$ cat src/rtl/nor_chk_settle_cnt.sv
// rtl/nor_chk_settle_cnt.sv - loadable settle down-counter with zero flag
module nor_chk_settle_cnt #(
    parameter int W = 8
) (
    input  logic         clk,
    input  logic         rst_n,
    input  logic         load,
    input  logic [W-1:0] load_val,
    input  logic         dec,
    output logic         zero
);

    logic [W-1:0] count;

    always_ff @(posedge clk) begin
        if (!rst_n) begin
            count <= '0;
        end else if (load) begin
            count <= load_val;
        end else if (dec && count != '0) begin
            count <= count - 1'b1;
        end
    end

    assign zero = (count == '0);

endmodule

$ cat config.mk
export PLATFORM = sky130hd
export DESIGN_NAME = nor_chk_settle_cnt
export DESIGN_NICKNAME = d
export VERILOG_FILES = /design/src/rtl/nor_chk_settle_cnt.sv
export SDC_FILE = /design/constraint.sdc
export NUM_CORES = 1
export LEC_CHECK = 0
export ABC_AREA = 0
export BUFFER_PORTS_ARGS = -buffer_cell sky130_fd_sc_hd__buf_2
export CAP_MARGIN = 20
export CORE_MARGIN = 5
export CORE_UTILIZATION = 35
export DETAILED_ROUTE_END_ITERATION = 7
export GPL_TIMING_DRIVEN = 0
export PLACE_DENSITY_LB_ADDON = 0.2
export SLEW_MARGIN = 20
export SYNTH_ARGS = -nofsm -noshare
export SYNTH_HDL_FRONTEND = slang
export SYNTH_SLANG_ARGS = --single-unit
$ cat constraint.sdc
create_clock -name clk -period 3 [get_ports clk]
set_input_delay 0.45 -clock clk [delete_from_list [all_inputs] [get_ports clk]]
set_output_delay 0.45 -clock clk [all_outputs]
set_load 0.005 [all_outputs]
Word-level counts from Yosys, hierarchy flattened
Index checks and enable logic that the tools add are counted.
W data, S select, Z words.
- output and inout port bits: 1
- register bits: 8
- bits of input ports: 12
- logic and storage cells: 8
- muxes and demuxes: 2
- reduce and logical (&&, ||, !) cells: 4
- add/subtract/negate cells: 1
- operators by type and width (operator ; count):
    $mux W8 ; 2
    $logic_not A8 Y1 ; 1
    $reduce_bool A8 Y1 ; 1
    $sub A8 B1 Y8 const B ; 1
    $reduce_bool A2 Y1 ; 1
    $logic_and A1 B1 Y1 ; 1

Depth between registers and ports, before layout
- word-level depth: 4
- mapped depth: 6
- depth with buffers taken out: 6

Least setup slack after synthesis
OpenSTA, ideal clock, no wires.
- path kind: reg2reg
- start point: register count[2]
- end point: register count[0]
- setup time: 0.116 ns
- required time: 2.884 ns
- slack: 1.318 ns
- period minus slack after synthesis: 1.682 ns
- buffers on the path: 0
- data arrival time: 1.565 ns
- cell stages (with the launch flop): 5
- cell sequence: dfxtp_1 or4_4 o41ai_4 xnor2_1 o211a_1
- cells in the longest elaborated chain, start to end: 3
- ends and longest elaborated chain (item ; RTL line ; RTL):
    from (decl) ; 13 ; logic [W-1:0] count;
    from (signal assigned) ; 19 ; count <= load_val;
    from (signal assigned) ; 21 ; count <= count - 1'b1;
    $reduce_bool A8 Y1 ; 20 ; end else if (dec && count != '0) begin
    $logic_and A1 B1 Y1 ; 20 ;
    $reduce_bool A2 Y1 (no line) ; -- ;
Every way passes these cells.
A chain may end at the register's enable or synchronous reset.

Worst setup path in the final report
- start point: register count[2]
- end point: output port zero
- cells in the longest elaborated chain, start to end: 1
- ends and longest elaborated chain (item ; RTL line ; RTL):
    $logic_not A8 Y1 ; 25 ; assign zero = (count == '0);
    to (decl) ; 10 ; output logic zero
Every way passes these cells.

==> flow_metrics.env <==
export IMPL_status="completed"
export IMPL_fin_crit_ns=1.99
export IMPL_setup_tns_ns=0
export IMPL_required_ns=2.55
export IMPL_io_pins=13
export IMPL_post_cts_buffers=0
export IMPL_dpl_worst_slack_ns=1.16
export IMPL_hp_start="load_val[1]"
export IMPL_p_leak_nw=0.245
export IMPL_grt_overflow_total=0
export IMPL_clkTransAtPathRegs_ns=0.06
export IMPL_crit_chain="or4_4, nor4_1, buf_2"
export IMPL_initial_core_util_pct=38.1
export IMPL_ctsHoldBuffers=0
export IMPL_synth_area_um2=508
export IMPL_track_usage_pct=12.3
export IMPL_yosysSeqAreaShare_pct=31.5
export IMPL_syn_to_final_growth_pct=19.0
export IMPL_worst_path_max_fanout=6
export IMPL_worst_slew_pin_slew_ns=0.514
export IMPL_p_per_area_nw_per_um2=480
export IMPL_first_global_vias=445
export IMPL_die_w_um=48.1
export IMPL_vias_per_cell=5.53
export IMPL_synth_fp_nets=72
export IMPL_fin_ws_ns=1.01
export IMPL_clk_latency_ns=0.26
export IMPL_cts_resized=0
export IMPL_cts_root_buf="clkbuf_4"
export IMPL_num_vias=481
export IMPL_synthCells=58
export IMPL_syn_area_per_cell_um2=8.76
export IMPL_cts_tree="done"
export IMPL_synth_edf_count=0
export IMPL_design_core_area_um2=1330
export IMPL_clock_skew_ns=0.00863
export IMPL_top_regs="count (8)"
export IMPL_port_buffers=11
export IMPL_drtIter0Drc=11
export IMPL_cp_slowest_cell="or4_4"
export IMPL_drc=0
export IMPL_synth_distinct_cells=28
export IMPL_path_class="register to output pin"
export IMPL_dp_hpwl_um=840
export IMPL_startpoint="count[2]"
export IMPL_ys_flop_type="dfxtp_1"
export IMPL_antenna_left=0
export IMPL_slowest_delay_ns=0.60
export IMPL_numCtsBuffers=3
export IMPL_cap_violations=0
export IMPL_worstPathArrival_ns=1.54
export IMPL_finalSetupViolations=0
export IMPL_rows=13
export IMPL_clock_path_buffers=2
export IMPL_ys_ff_latch=8
export IMPL_async_flop_share_pct=0
export IMPL_place_gp_congestion=0.701
export IMPL_drtPass1Iterations=4
export IMPL_hp_class="input port to register"
export IMPL_grt_max_degree=11
export IMPL_htree_levels=1
export IMPL_final_net_count=88
export IMPL_die_area_um2=2310
export IMPL_largest_reg_flops=8
export IMPL_clock_sinks=8
export IMPL_nFillCells=150
export IMPL_slew_viol_final=0
export IMPL_yosysWarnings=0
export IMPL_slew_headroom_pct=65.6
export IMPL_largest_register="count"
export IMPL_fp_dieH_um=48.1
export IMPL_post_place_cells=84
export IMPL_hold_viol=0
export IMPL_timing_final_crit_share_pct=66.3
export IMPL_fmax_mhz=503
export IMPL_cp_start_kind="register"
export IMPL_drive_gt1_share_pct=26.4
export IMPL_grt_antenna_before_repair=0
export IMPL_grt_pass1_wl_um=1890
export IMPL_diodes=0
export IMPL_routed_wirelength_um=1140
export IMPL_reg2reg_from="count[2]"
export IMPL_final_cells=87
export IMPL_end_kind="output pin"
export IMPL_vdd_drop_max_uv=223
export IMPL_post_drt_wl_per_cell_um=13.1
export IMPL_rsz0062_at_grt="no"
[per-stage QoR]
| stage | hold WS [ns] | util, % | power [mW] | cell area (um2) |
|---|---|---|---|---|
| 5_1_grt | 0.453 | 45.3 | 0.310 | 604 |
| 4_1_cts | 0.432 | 45.3 | 0.293 | 604 |
| 6_report | 0.426 | 45.3 | 0.290 | 604 |
| 2_1_floorplan | 0.468 | - | 0.184 | 508 |
| 3_3_place_gp | 0.495 | 43.6 | 0.203 | 582 |
| 3_5_place_dp | 0.503 | 43.6 | 0.204 | 582 |
[cell usage after synthesis (2+ instances only)]
master,n,area share (%)
inv_1,4,3.0
ha_1,2,4.9
dfxtp_1,8,32
a21oi_1,4,3.9
nand3_1,2,2.0
o21ai_0,6,5.9
and2_1,2,2.5
nor3b_1,3,4.4
a31oi_1,2,2.5
nor2_1,2,1.5
o31ai_1,3,4.4
xnor2_1,3,5.2
or4_1,2,3.0
[power by group]
group / switching [mW] / internal [mW]
Sequential: 0.0112 / 0.116
Combinational: 0.0365 / 0.0376
Clock: 0.0429 / 0.0462
[per-layer routing]
metal	GRT usage (%)	wire (um)	share of wire [%]
met5	0	0	0
met4	8.06	10	0.88
met3	4.43	102	8.9
met2	19.3	526	46
met1	14.1	501	44
[worst paths after layout]
| kind | to | slack [ns] | cells past startpoint |
|---|---|---|---|
| worst min-delay path | count[1] | 0.43 | 3 |
| worst max-delay path | zero | 1.01 | 3 |
| worst min register to register | count[1] | 0.51 | 2 |
| worst max register to register | count[0] | 1.15 | 4 |
[logic make-up after synthesis]
kind of cell | share of synthesized area, %
multiplexers | 1.97
flip-flops | 31.5
AO/OA/AOI/OAI | 25.6
adder cells (fa/ha/maj) | 4.93
AND/OR/NAND/NOR | 26.4
buffers and inverters | 4.43
XOR/XNOR | 5.17
[cell type report]
| class | instances | area (um2) | share of cell area, % |
|---|---|---|---|
| multi-input cells | 44 | 325 | 53.8 |
| clock buffers | 3 | 22.5 | 3.73 |
| plain buffers | 2 | 7.51 | 1.24 |
| inverters | 4 | 15.0 | 2.48 |
| flip-flops and latches | 8 | 160 | 26.5 |
| repair buffers | 11 | 55.1 | 9.11 |
| well taps | 15 | 18.8 | 3.11 |
[cell usage in the layout (no fill, tap or decap), types with 3 or more instances in the layout]
master and n:
xnor2_1 3, o21ai_0 6, buf_2 11, o31ai_1 3
nor3b_1 3, a21oi_1 4, dfxtp_1 8, clkbuf_4 3
inv_1 4
[critical path, delay by kind of cell, from the launching register on]
family        cells  cell delay (ns)
simple gates      2             0.76
buf+inv           1             0.15
flops             1             0.36
No activity file was read; power rests on OpenSTA's default activity.
